`config.mk`:
```
export PLATFORM = sky130hd
export DESIGN_NAME = ysyx_22041412_axi_arbiter_rr
export DESIGN_NICKNAME = d
export VERILOG_FILES = /design/src/rtl/ysyx_22041412_axi_arbiter_rr.sv
export SDC_FILE = /design/constraint.sdc
export NUM_CORES = 1
export LEC_CHECK = 0
export BUFFER_PORTS_ARGS = -buffer_cell sky130_fd_sc_hd__clkbuf_2
export CORE_AREA = 2 2 298 300
export CTS_CLUSTER_SIZE = 8
export DETAILED_ROUTE_END_ITERATION = 10
export DIE_AREA = 0 0 300 302
export PLACE_DENSITY = 0.34
export SLEW_MARGIN = 20
export SYNTH_ARGS = -nofsm -noshare
export SYNTH_HDL_FRONTEND = slang
export SYNTH_SLANG_ARGS = --single-unit
export TNS_END_PERCENT = 50
```
`constraint.sdc`:
```
create_clock -name clk -period 1.65 [get_ports clk]
set_input_delay 0.0825 -clock clk [delete_from_list [all_inputs] [get_ports clk]]
set_output_delay 0.0825 -clock clk [all_outputs]
set_load 0.05 [all_outputs]
```
`src/rtl/ysyx_22041412_axi_arbiter_rr.sv`:
```
// N-master arbiter in front of a single AXI bridge: independent read and write
// channels, each granting one master at a time until the bridge reports completion.

module ysyx_22041412_axi_arbiter_rr_chan #(
    parameter int NUM_MASTERS = 3,
    parameter int PRIO_MODE   = 0
) (
    input  logic                   clk,
    input  logic                   rst_n,
    input  logic [NUM_MASTERS-1:0] req,
    input  logic                   done,
    output logic [NUM_MASTERS-1:0] grant,
    output logic                   busy
);
    localparam int IW = $clog2(NUM_MASTERS);

    typedef enum logic {
        IDLE = 1'b0,
        BUSY = 1'b1
    } state_e;

    state_e                 state_q, state_d;
    logic [NUM_MASTERS-1:0] grant_q, grant_d;
    logic [IW-1:0]          ptr_q, ptr_d;

    logic [IW-1:0]          eff_ptr;
    logic [NUM_MASTERS-1:0] rot_req;
    logic [NUM_MASTERS-1:0] rot_win;
    logic [NUM_MASTERS-1:0] winner;
    logic                   found;
    logic [IW-1:0]          grant_idx;
    logic [IW-1:0]          next_ptr;

    // Rotate requests so the pointer sits at bit 0, take the lowest set bit,
    // then rotate the one-hot result back to master numbering.
    always_comb begin
        eff_ptr = (PRIO_MODE == 1) ? '0 : ptr_q;
        rot_req = NUM_MASTERS'({req, req} >> eff_ptr);
        rot_win = '0;
        found   = 1'b0;
        for (int k = 0; k < NUM_MASTERS; k++) begin
            if (!found && rot_req[k]) begin
                rot_win[k] = 1'b1;
                found      = 1'b1;
            end
        end
        winner = NUM_MASTERS'(({rot_win, rot_win} << eff_ptr) >> NUM_MASTERS);
    end

    always_comb begin
        grant_idx = '0;
        for (int i = 0; i < NUM_MASTERS; i++) begin
            if (grant_q[i]) begin
                grant_idx = IW'(i);
            end
        end
        next_ptr = (grant_idx == IW'(NUM_MASTERS - 1)) ? '0 : grant_idx + IW'(1);
    end

    always_comb begin
        state_d = state_q;
        grant_d = grant_q;
        ptr_d   = ptr_q;
        case (state_q)
            IDLE: begin
                grant_d = '0;
                if (|req) begin
                    grant_d = winner;
                    state_d = BUSY;
                end
            end
            BUSY: begin
                if (done) begin
                    grant_d = '0;
                    ptr_d   = next_ptr;
                    state_d = IDLE;
                end
            end
            default: begin
                grant_d = '0;
                state_d = IDLE;
            end
        endcase
    end

    always_ff @(posedge clk or negedge rst_n) begin
        if (!rst_n) begin
            state_q <= IDLE;
            grant_q <= '0;
            ptr_q   <= '0;
        end else begin
            state_q <= state_d;
            grant_q <= grant_d;
            ptr_q   <= ptr_d;
        end
    end

    assign grant = grant_q;
    assign busy  = (state_q == BUSY);
endmodule

module ysyx_22041412_axi_arbiter_rr #(
    parameter int NUM_MASTERS = 3,
    parameter int DATA_WIDTH  = 64,
    parameter int ADDR_WIDTH  = 32,
    parameter int PRIO_MODE   = 0
) (
    input  logic                              clk,
    input  logic                              rst_n,
    input  logic [NUM_MASTERS-1:0]            m_valid,
    input  logic [NUM_MASTERS-1:0]            m_wen,
    input  logic [NUM_MASTERS*ADDR_WIDTH-1:0] m_addr,
    input  logic [NUM_MASTERS*DATA_WIDTH-1:0] m_wdata,
    input  logic [NUM_MASTERS*8-1:0]          m_size,
    input  logic [NUM_MASTERS*8-1:0]          m_len,
    output logic [NUM_MASTERS-1:0]            m_ready,
    output logic [NUM_MASTERS*DATA_WIDTH-1:0] m_rdata,
    output logic [NUM_MASTERS-1:0]            rd_grant,
    output logic [NUM_MASTERS-1:0]            wr_grant,
    output logic                              r_valid_i,
    output logic [ADDR_WIDTH-1:0]             r_addr_i,
    output logic [7:0]                        r_size_i,
    output logic [7:0]                        r_len_i,
    input  logic                              r_ready_o,
    input  logic [DATA_WIDTH-1:0]             data_read_o,
    output logic                              w_valid_i,
    output logic [ADDR_WIDTH-1:0]             w_addr_i,
    output logic [DATA_WIDTH-1:0]             w_data_i,
    output logic [7:0]                        w_size_i,
    output logic [7:0]                        w_len_i,
    input  logic                              w_ready_o,
    output logic [1:0]                        dbg_busy_o
);
    // Handshake: a master holds m_valid (with stable fields) until it sees its
    // m_ready strobe; downstream *_valid_i stays up until the bridge's *_ready_o.
    logic [NUM_MASTERS-1:0] rreq;
    logic [NUM_MASTERS-1:0] wreq;
    logic                   rd_busy;
    logic                   wr_busy;

    // A master granted on one channel is masked from the other, so it never
    // holds two grants even if it flips m_wen while waiting.
    assign rreq = m_valid & ~m_wen & ~wr_grant;
    assign wreq = m_valid &  m_wen & ~rd_grant;

    ysyx_22041412_axi_arbiter_rr_chan #(
        .NUM_MASTERS (NUM_MASTERS),
        .PRIO_MODE   (PRIO_MODE)
    ) u_rd_chan (
        .clk   (clk),
        .rst_n (rst_n),
        .req   (rreq),
        .done  (r_ready_o),
        .grant (rd_grant),
        .busy  (rd_busy)
    );

    ysyx_22041412_axi_arbiter_rr_chan #(
        .NUM_MASTERS (NUM_MASTERS),
        .PRIO_MODE   (PRIO_MODE)
    ) u_wr_chan (
        .clk   (clk),
        .rst_n (rst_n),
        .req   (wreq),
        .done  (w_ready_o),
        .grant (wr_grant),
        .busy  (wr_busy)
    );

    assign dbg_busy_o = {wr_busy, rd_busy};
    assign m_ready    = (rd_grant & {NUM_MASTERS{r_ready_o}}) |
                        (wr_grant & {NUM_MASTERS{w_ready_o}});

    // Grants are one-hot or zero, so each field simply copies the granted slice.
    always_comb begin
        r_valid_i = 1'b0;
        r_addr_i  = '0;
        r_size_i  = '0;
        r_len_i   = '0;
        w_valid_i = 1'b0;
        w_addr_i  = '0;
        w_data_i  = '0;
        w_size_i  = '0;
        w_len_i   = '0;
        m_rdata   = '0;
        for (int i = 0; i < NUM_MASTERS; i++) begin
            if (rd_grant[i]) begin
                r_valid_i = m_valid[i] & ~m_wen[i];
                r_addr_i  = m_addr[i*ADDR_WIDTH +: ADDR_WIDTH];
                r_size_i  = m_size[i*8 +: 8];
                r_len_i   = m_len[i*8 +: 8];
                m_rdata[i*DATA_WIDTH +: DATA_WIDTH] = data_read_o;
            end
            if (wr_grant[i]) begin
                w_valid_i = m_valid[i] & m_wen[i];
                w_addr_i  = m_addr[i*ADDR_WIDTH +: ADDR_WIDTH];
                w_data_i  = m_wdata[i*DATA_WIDTH +: DATA_WIDTH];
                w_size_i  = m_size[i*8 +: 8];
                w_len_i   = m_len[i*8 +: 8];
            end
        end
    end
endmodule

```
==> impl_metrics.env, run 1 <==
export IMPL_crit_path_start_kind="flop"
export IMPL_final_cell_count_no_fill=2807
export IMPL_ys_warn_count=0
export IMPL_grt_pass1_vias=9747
export IMPL_crit_fanout=10
export IMPL_core_area_um2=87560
export IMPL_drt_iter0_markers=386
export IMPL_rows=109
export IMPL_synth_area_leaders="and2_1 22%, a22oi_2 16%, a22oi_1 13%"
export IMPL_worstPathArrival_ps=1890
export IMPL_wirelength_um=54600
export IMPL_worstSetupPathType="reg -> out"
export IMPL_endpoint_kind="primary output"
export IMPL_synth_top_cell_area_share_pct=22.24
export IMPL_ir_worst_vdd_v=0.0003603
export IMPL_reg2reg_depth=5
export IMPL_areaGrowthSynthToFinish_pct=220.3
export IMPL_first_pass_iters=5
export IMPL_whs_path_depth=4
export IMPL_cp_required_ps=1570
export IMPL_yosysMostFrequentCell="and2_1"
export IMPL_drc_errors=0
export IMPL_clock_latency_ps=240
export IMPL_setup_ws_ps=-320.6
export IMPL_ioPinCount=775
export IMPL_tightest_slew_ps=383.8
export IMPL_num_vias=9636
export IMPL_rsz0062_at_grt="true"
export IMPL_synth_ff_type="dfrtp_1"
export IMPL_slew_violations=0
export IMPL_root_buffer="clkbuf_16"
export IMPL_clockBufferDepth=2
export IMPL_status="finished with violations"
export IMPL_die_area_um2=90600
export IMPL_total_leakage_power_nw=7.054
export IMPL_dieHeight_um=302
export IMPL_drive_above_1_share_pct=73.99
export IMPL_fmax_mhz=507.5
export IMPL_start_util_pct=6.168
export IMPL_utilization_pct=19.76
export IMPL_viasPerCell=3.433
export IMPL_seq_area_frac_synth_pct=5.561
export IMPL_synth_nets=1255
export IMPL_async_reset_ff_share_pct=100.0
export IMPL_fin_nets=2050
export IMPL_antenna_found_initial=5
export IMPL_clkTransAtPathRegs_ps=40
export IMPL_cts_buffers=3
export IMPL_ys_ff_latch=12
export IMPL_period_minus_slack_ps=1971
export IMPL_power_density_nw_per_um2=975.0
export IMPL_setup_violations=164
export IMPL_postSynthAreaPerCell_um2=6.391
export IMPL_gp_congestion=0.7682
export IMPL_drtAntennaViolNets=0
export IMPL_place_ws_ps=-96.80
export IMPL_drv_cap=0
export IMPL_slew_headroom_pct=74.52
export IMPL_placedCellCount=2774
export IMPL_synth_edf_count=0
export IMPL_ys_top_cells_by_count="192 x and2_1, 166 x nand2_1, 91 x a22oi_1, 83 x o21ai_0, 83 x o21ai_1"
export IMPL_power_mw=16.87
export IMPL_htree_levels=1
export IMPL_skew_ps=2.050
export IMPL_synthCells=845
export IMPL_synth_cell_type_count=37
export IMPL_grt_overflow_total=0
export IMPL_cts_sinks=12
export IMPL_die_w_um=300
export IMPL_violations="negative setup slack"
export IMPL_synth_area_um2=5400
export IMPL_wire_per_inst_um=19.45
export IMPL_hold_class="in -> reg"
export IMPL_grt_pass1_wl_um=71800
export IMPL_grt_max_degree=43
export IMPL_cts_tree="built"
export IMPL_hold_viol=0
export IMPL_finalCritPeriodShare_pct=119.4
export IMPL_portBuffers=774
export IMPL_yosys_area_top_type="and2_1"
export IMPL_grtUsageTotal_pct=10.94
export IMPL_dp_hpwl_um=46550
export IMPL_hold_ws_ps=281.3
power breakdown:
part           internal, mW  leakage (nW)  switching, mW
logic                  6.60          6.87           9.34
clock network         0.316        0.0370          0.124
registers             0.370         0.144          0.114
state kept, by name (all words and copies together) (netlist names):
name and count:
u_rd_chan.grant 3, u_wr_chan.grant 3, u_rd_chan.eff_ptr 2, u_wr_chan.eff_ptr 2
u_rd_chan.busy 1, u_wr_chan.busy 1
critical path, stage by stage, from the launching register on:
cell and delay (ps):
dfrtp_4 460, and2b_4 320, buf_12 160, buf_12 160, a22oi_2 70, o21ai_2 260, buf_12 180
per-layer routing:
layer	vias up	track usage, %	share of wire (%)
li1	4618	-	-
met1	4535	12.36	38
met2	453	21.29	54
met3	28	2.363	6.1
met4	2	1.357	1.2
met5	-	0	0.024
per-stage QoR:
stage / setup TNS (ps) / cell area (µm²)
after global routing: -42390 / 17290
after global placement: -5381 / 15700
after detailed placement: -5049 / 15700
final: -33310 / 17300
after floorplan: -377.6 / 7101
after CTS: -47990 / 16620
timing repair:
item,in CTS,in global routing
pin swaps,13,40
endpoints found under the hold margin,12,0
setup buffers,6,10
setup endpoints to repair,243,270
cloned,3,10
gates resized for setup,158,165
hold buffers,1,0
placed cells by master (no fill, tap or decap), drive strengths merged:
cell type / count
o21ai: 166
o41ai: 3
nand3: 1
a31oi: 2
clkbuf: 520
dfrtp: 12
a32oi: 1
a21oi: 2
buf: 369
nand2: 166
a22o: 3
nand4b: 1
inv: 4
nor4b: 1
and2b: 2
a22oi: 161
o22ai: 1
and2: 192
dlygate4sd3: 1
nor3b: 3
xnor2: 1
and3b: 1
o31ai: 3
and3: 1
a32o: 2
nand3b: 7
a21o: 1
a41oi: 1
nor2: 1
nand2b: 4
diode: 4
nor2b: 4
o41a: 1
worst paths after layout:
check	from	to	slack (ps)
worst max register to register	u_rd_chan.grant[1]	u_wr_chan.busy	70
worst min register to register	u_rd_chan.eff_ptr[0]	u_rd_chan.eff_ptr[0]	500
max in group asynchronous	rst_n	u_rd_chan.grant[2]	1030
worst max-delay path	u_wr_chan.grant[1]	w_len_i[7]	-320
min in group asynchronous	rst_n	u_rd_chan.eff_ptr[1]	330
worst min-delay path	m_wen[2]	u_rd_chan.grant[2]	280
kinds of logic after synthesis:
logic type                share of synthesized area (%)
AOI/OAI and AO/OA                                 47.22
xor gates and xnor gates                         0.1622
buffers and inverters                             9.615
DFF                                               5.561
and+or+nand+nor                                   37.44
layout make-up:
type | instances | area [µm²]
multi-input combinational | 732 | 6643
sequential | 12 | 317.8
fill | 9755 | 70260
timing repair buffer | 887 | 8781
clock buffer | 3 | 75.07
antenna | 4 | 10.01
inverter | 4 | 15.01
tap | 1165 | 1458
Power figures use the tool's default switching activity.
==> run 2: changes to the inputs <==
- SKIP_CTS_REPAIR_TIMING: default -> 1
==> impl_metrics.env, run 2 (same netlist as run 1, synthesis figures left out) <==
export IMPL_status="finished with violations"
export IMPL_violations="negative setup slack"
export IMPL_slowest_delay_ps=460
export IMPL_htree_levels=1
export IMPL_crit_slowest_cell="dfrtp_4"
export IMPL_core_area_um2=87560
export IMPL_rsz0062_at_grt="true"
export IMPL_grtUsageTotal_pct=10.78
export IMPL_portBuffers=774
export IMPL_rows=109
export IMPL_finalCritPeriodShare_pct=119.2
export IMPL_grt_overflow_total=0
export IMPL_period_minus_slack_ps=1967
export IMPL_clkTransAtPathRegs_ps=40
export IMPL_power_mw=16.61
export IMPL_antenna_found_initial=3
export IMPL_worstPathArrival_ps=1880
export IMPL_final_common_cell="clkbuf_2"
export IMPL_drc_errors=0
export IMPL_drive_above_1_share_pct=72.74
export IMPL_hold_viol=0
export IMPL_tightest_slew_ps=428.9
export IMPL_path_cells="and2b_4, buf_12, buf_12, a22oi_2, o21ai_4, buf_12"
export IMPL_ir_worst_vdd_v=0.0003130
export IMPL_die_w_um=300
export IMPL_skew_ps=1.243
export IMPL_grt_pass1_vias=9641
export IMPL_drv_cap=0
export IMPL_fillers=9785
export IMPL_cp_required_ps=1570
export IMPL_clockBufferDepth=2
export IMPL_slew_headroom_pct=71.53
export IMPL_cp_top_family="buffers and inverters"
export IMPL_wire_per_inst_um=19.47
export IMPL_crit_path_start_kind="flop"
export IMPL_final_cell_mix="546 x clkbuf_2, 224 x buf_12, 190 x and2_1"
export IMPL_root_buffer="clkbuf_16"
export IMPL_setup_violations=191
export IMPL_num_vias=9686
export IMPL_crit_fanout=10
export IMPL_grt_max_degree=43
export IMPL_dp_hpwl_um=46550
export IMPL_hold_class="in -> reg"
export IMPL_fin_nets=2059
export IMPL_drt_iter0_markers=455
export IMPL_fmax_mhz=508.3
export IMPL_setup_ws_ps=-317.3
export IMPL_multi_input_area_um2=6544
export IMPL_total_leakage_power_nw=6.995
export IMPL_grt_pass1_wl_um=70940
export IMPL_first_pass_iters=4
export IMPL_areaGrowthSynthToFinish_pct=216.4
export IMPL_cts_tree="built"
export IMPL_cpMostUsedCell="buf_12"
export IMPL_start_util_pct=6.168
export IMPL_ioPinCount=775
export IMPL_clock_latency_ps=240
export IMPL_cts_buffers=3
export IMPL_worstSetupPathType="reg -> out"
export IMPL_dieHeight_um=302
export IMPL_gp_congestion=0.7682
export IMPL_utilization_pct=19.51
export IMPL_wirelength_um=54830
export IMPL_drtAntennaViolNets=0
export IMPL_cts_sinks=12
export IMPL_die_area_um2=90600
export IMPL_regArea_um2=317.8
export IMPL_endpoint_kind="primary output"
export IMPL_slew_violations=0
export IMPL_viasPerCell=3.440
export IMPL_place_ws_ps=-96.80
export IMPL_cp_buffers_inverters=3
export IMPL_power_density_nw_per_um2=972.3
run 2: cell types whose count changed in the layout (fill, tap and decap cells not counted), sizes merged:
cell,delta
clkbuf,+43
buf,-34
run 2: report_power, final:
group          switching, mW  internal, mW
Clock                  0.121         0.315
Sequential             0.112         0.370
Combinational           9.28          6.41
Total                   9.51          7.10
run 2: cell type report:
class                           instances  share of cell area [%]
Clock buffer                            3                  0.4394
Multi-Input combinational cell        732                   38.30
Timing Repair Buffer                  896                   50.72
Tap cell                             1165                   8.531
Antenna cell                            4                 0.05858
Inverter                                4                 0.08787
Sequential cell                        12                   1.860
run 2: final timing paths:
check,from,end,slack (ps),depth (start not counted)
min,w_ready_o,u_wr_chan.busy,280,2
min reg2reg,u_rd_chan.eff_ptr[0],u_rd_chan.eff_ptr[0],500,2
min in group asynchronous,rst_n,u_rd_chan.eff_ptr[1],340,2
max,u_wr_chan.grant[1],w_len_i[4],-320,6
max in group asynchronous,rst_n,u_wr_chan.grant[1],1020,2
max reg2reg,u_wr_chan.grant[2],u_rd_chan.grant[0],80,4
run 2: per-layer routing:
metal | global-route usage, % | wire length (µm) | vias up
li1 | - | - | 4636
met1 | 12.21 | 21280 | 4566
met2 | 21.07 | 29610 | 462
met3 | 2.334 | 3388 | 22
met4 | 1.048 | 555 | 0
met5 | 0 | 0 | -
run 2: per-stage QoR:
step                      hold WS (ps)  TNS [ps]  std cells  cell area [µm²]
final                            277.6    -38640       2816            17090
after global routing             295.2    -49820       2812            17080
after CTS                       -243.3    -53380       2777            15770
after detailed placement         9.769     -5049       2774            15700
after global placement           14.69     -5381       2774            15700
after floorplan                 -213.1    -377.6        845             7101
==> run 3: changes to the inputs <==
- SETUP_SLACK_MARGIN: default -> 0.15
- clock period: 1.65 -> 2.25 ns (I/O delays scaled with it)
==> impl_metrics.env, run 3 (same netlist as run 1, synthesis figures left out) <==
export IMPL_status="finished clean"
export IMPL_skew_ps=3.238
export IMPL_ioPinCount=775
export IMPL_num_vias=9503
export IMPL_fin_nets=1990
export IMPL_hold_viol=0
export IMPL_start_util_pct=6.168
export IMPL_finalCritPeriodShare_pct=96.94
export IMPL_root_buffer="clkbuf_16"
export IMPL_drtAntennaViolNets=0
export IMPL_endpoint_kind="primary output"
export IMPL_cp_top_family="buffers and inverters"
export IMPL_grtUsageTotal_pct=11.70
export IMPL_slowest_delay_ps=500
export IMPL_grt_pass1_vias=9048
export IMPL_rsz0062_at_grt="true"
export IMPL_power_density_nw_per_um2=767.9
export IMPL_slew_violations=0
export IMPL_cts_buffers=3
export IMPL_antenna_found_initial=21
export IMPL_cp_buffers_inverters=3
export IMPL_whs_path_depth=2
export IMPL_hold_class="in -> reg"
export IMPL_dpl_instance_area_um2=12320
export IMPL_r2r_setup_slack_ps=500
export IMPL_grt_max_degree=72
export IMPL_ir_worst_vdd_v=0.0002533
export IMPL_wire_per_inst_um=21.58
export IMPL_reg2reg_from="u_wr_chan.grant[1]"
export IMPL_die_w_um=300
export IMPL_grt_pass1_wl_um=74460
export IMPL_min_from="w_ready_o"
export IMPL_final_cell_mix="672 x clkbuf_2, 192 x and2_1, 166 x nand2_1"
export IMPL_final_common_cell="clkbuf_2"
export IMPL_dieHeight_um=302
export IMPL_worstSetupPathType="reg -> out"
export IMPL_utilization_pct=14.68
export IMPL_reg2reg_depth=5
export IMPL_rows=109
export IMPL_gp_congestion=0.8532
export IMPL_wirelength_um=59300
export IMPL_htree_levels=1
export IMPL_worstHoldEndpoint="u_wr_chan.busy"
export IMPL_placedCellCount=2720
export IMPL_drt_iter0_markers=537
export IMPL_r2r_end="u_rd_chan.grant[0]"
export IMPL_fillers=10190
export IMPL_worstPathArrival_ps=2070
export IMPL_clock_latency_ps=240
export IMPL_period_minus_slack_ps=2181
export IMPL_areaGrowthSynthToFinish_pct=138.0
export IMPL_drv_cap=0
export IMPL_grt_overflow_total=0
export IMPL_path_cells="and2b_4, buf_12, buf_4, a22oi_2, o21ai_1, buf_12"
export IMPL_drc_errors=0
export IMPL_crit_fanout=10
export IMPL_cpMostUsedCell="buf_12"
export IMPL_clkTransAtPathRegs_ps=50
export IMPL_cp_required_ps=2140
export IMPL_final_cell_count_no_fill=2748
export IMPL_fmax_mhz=458.5
export IMPL_cts_sinks=12
export IMPL_crit_slowest_cell="dfrtp_4"
export IMPL_cts_tree="built"
export IMPL_setup_violations=0
export IMPL_die_area_um2=90600
export IMPL_crit_path_start_kind="flop"
export IMPL_finish_instance_area_um2=12850
export IMPL_slew_headroom_pct=69.93
export IMPL_clockBufferDepth=2
export IMPL_dp_hpwl_um=50480
export IMPL_core_area_um2=87560
export IMPL_tightest_slew_ps=451.1
export IMPL_first_pass_iters=5
export IMPL_viasPerCell=3.458
export IMPL_portBuffers=774
export IMPL_total_leakage_power_nw=5.775
export IMPL_drive_above_1_share_pct=62.38
[run 3: stage by stage]
stage                     power, mW  setup slack [ps]  setup TNS, ps  hold WS (ps)
final                         9.871             68.77              0         197.5
after global routing          10.32             18.75              0         220.5
after CTS                     9.731            -26.73         -26.73        -211.5
after detailed placement      9.362             242.1              0         43.18
after global placement        9.405             251.8              0         45.04
after floorplan               5.526            -85.25         -85.25        -183.1
[run 3: area by class of cell]
class                      count  area (µm²)  area share, %
clock buffer                   4       78.83         0.6132
sequential                    12       316.6          2.463
tap                         1165        1458          11.34
multi-input combinational    732        4907          38.17
inverter                       4       15.01         0.1168
antenna                        4       10.01        0.07787
timing repair buffer         827        6070          47.22
[run 3: per-layer routing]
layer	up-vias	wire length (µm)	global-route usage, %	part of all wire, %
li1	4497	-	-	-
met5	-	174	0	0.29
met4	28	1409	2.024	2.4
met3	66	4832	3.254	8.1
met2	515	29970	21.47	51
met1	4397	22910	13.62	39
[run 3: worst max path at each step]
| stage | start | end | slack (ps) | cells after the start |
|---|---|---|---|---|
| global placement | u_wr_chan.grant[1] | w_data_i[3] | 250 | 6 |
| global route | u_wr_chan.grant[1] | w_data_i[4] | 20 | 8 |
| finish | u_wr_chan.grant[1] | w_data_i[57] | 70 | 6 |
| CTS | u_wr_chan.grant[1] | w_data_i[3] | -30 | 6 |
| detailed placement | u_wr_chan.grant[1] | w_data_i[3] | 240 | 6 |
| floorplan | u_rd_chan.grant[0] | r_valid_i | -90 | 4 |
[run 3: power breakdown]
group,leakage (nW),internal (mW),switching [mW]
combinational,5.59,3.04,6.13
sequential,0.146,0.271,0.0953
clock,0.0382,0.239,0.0958
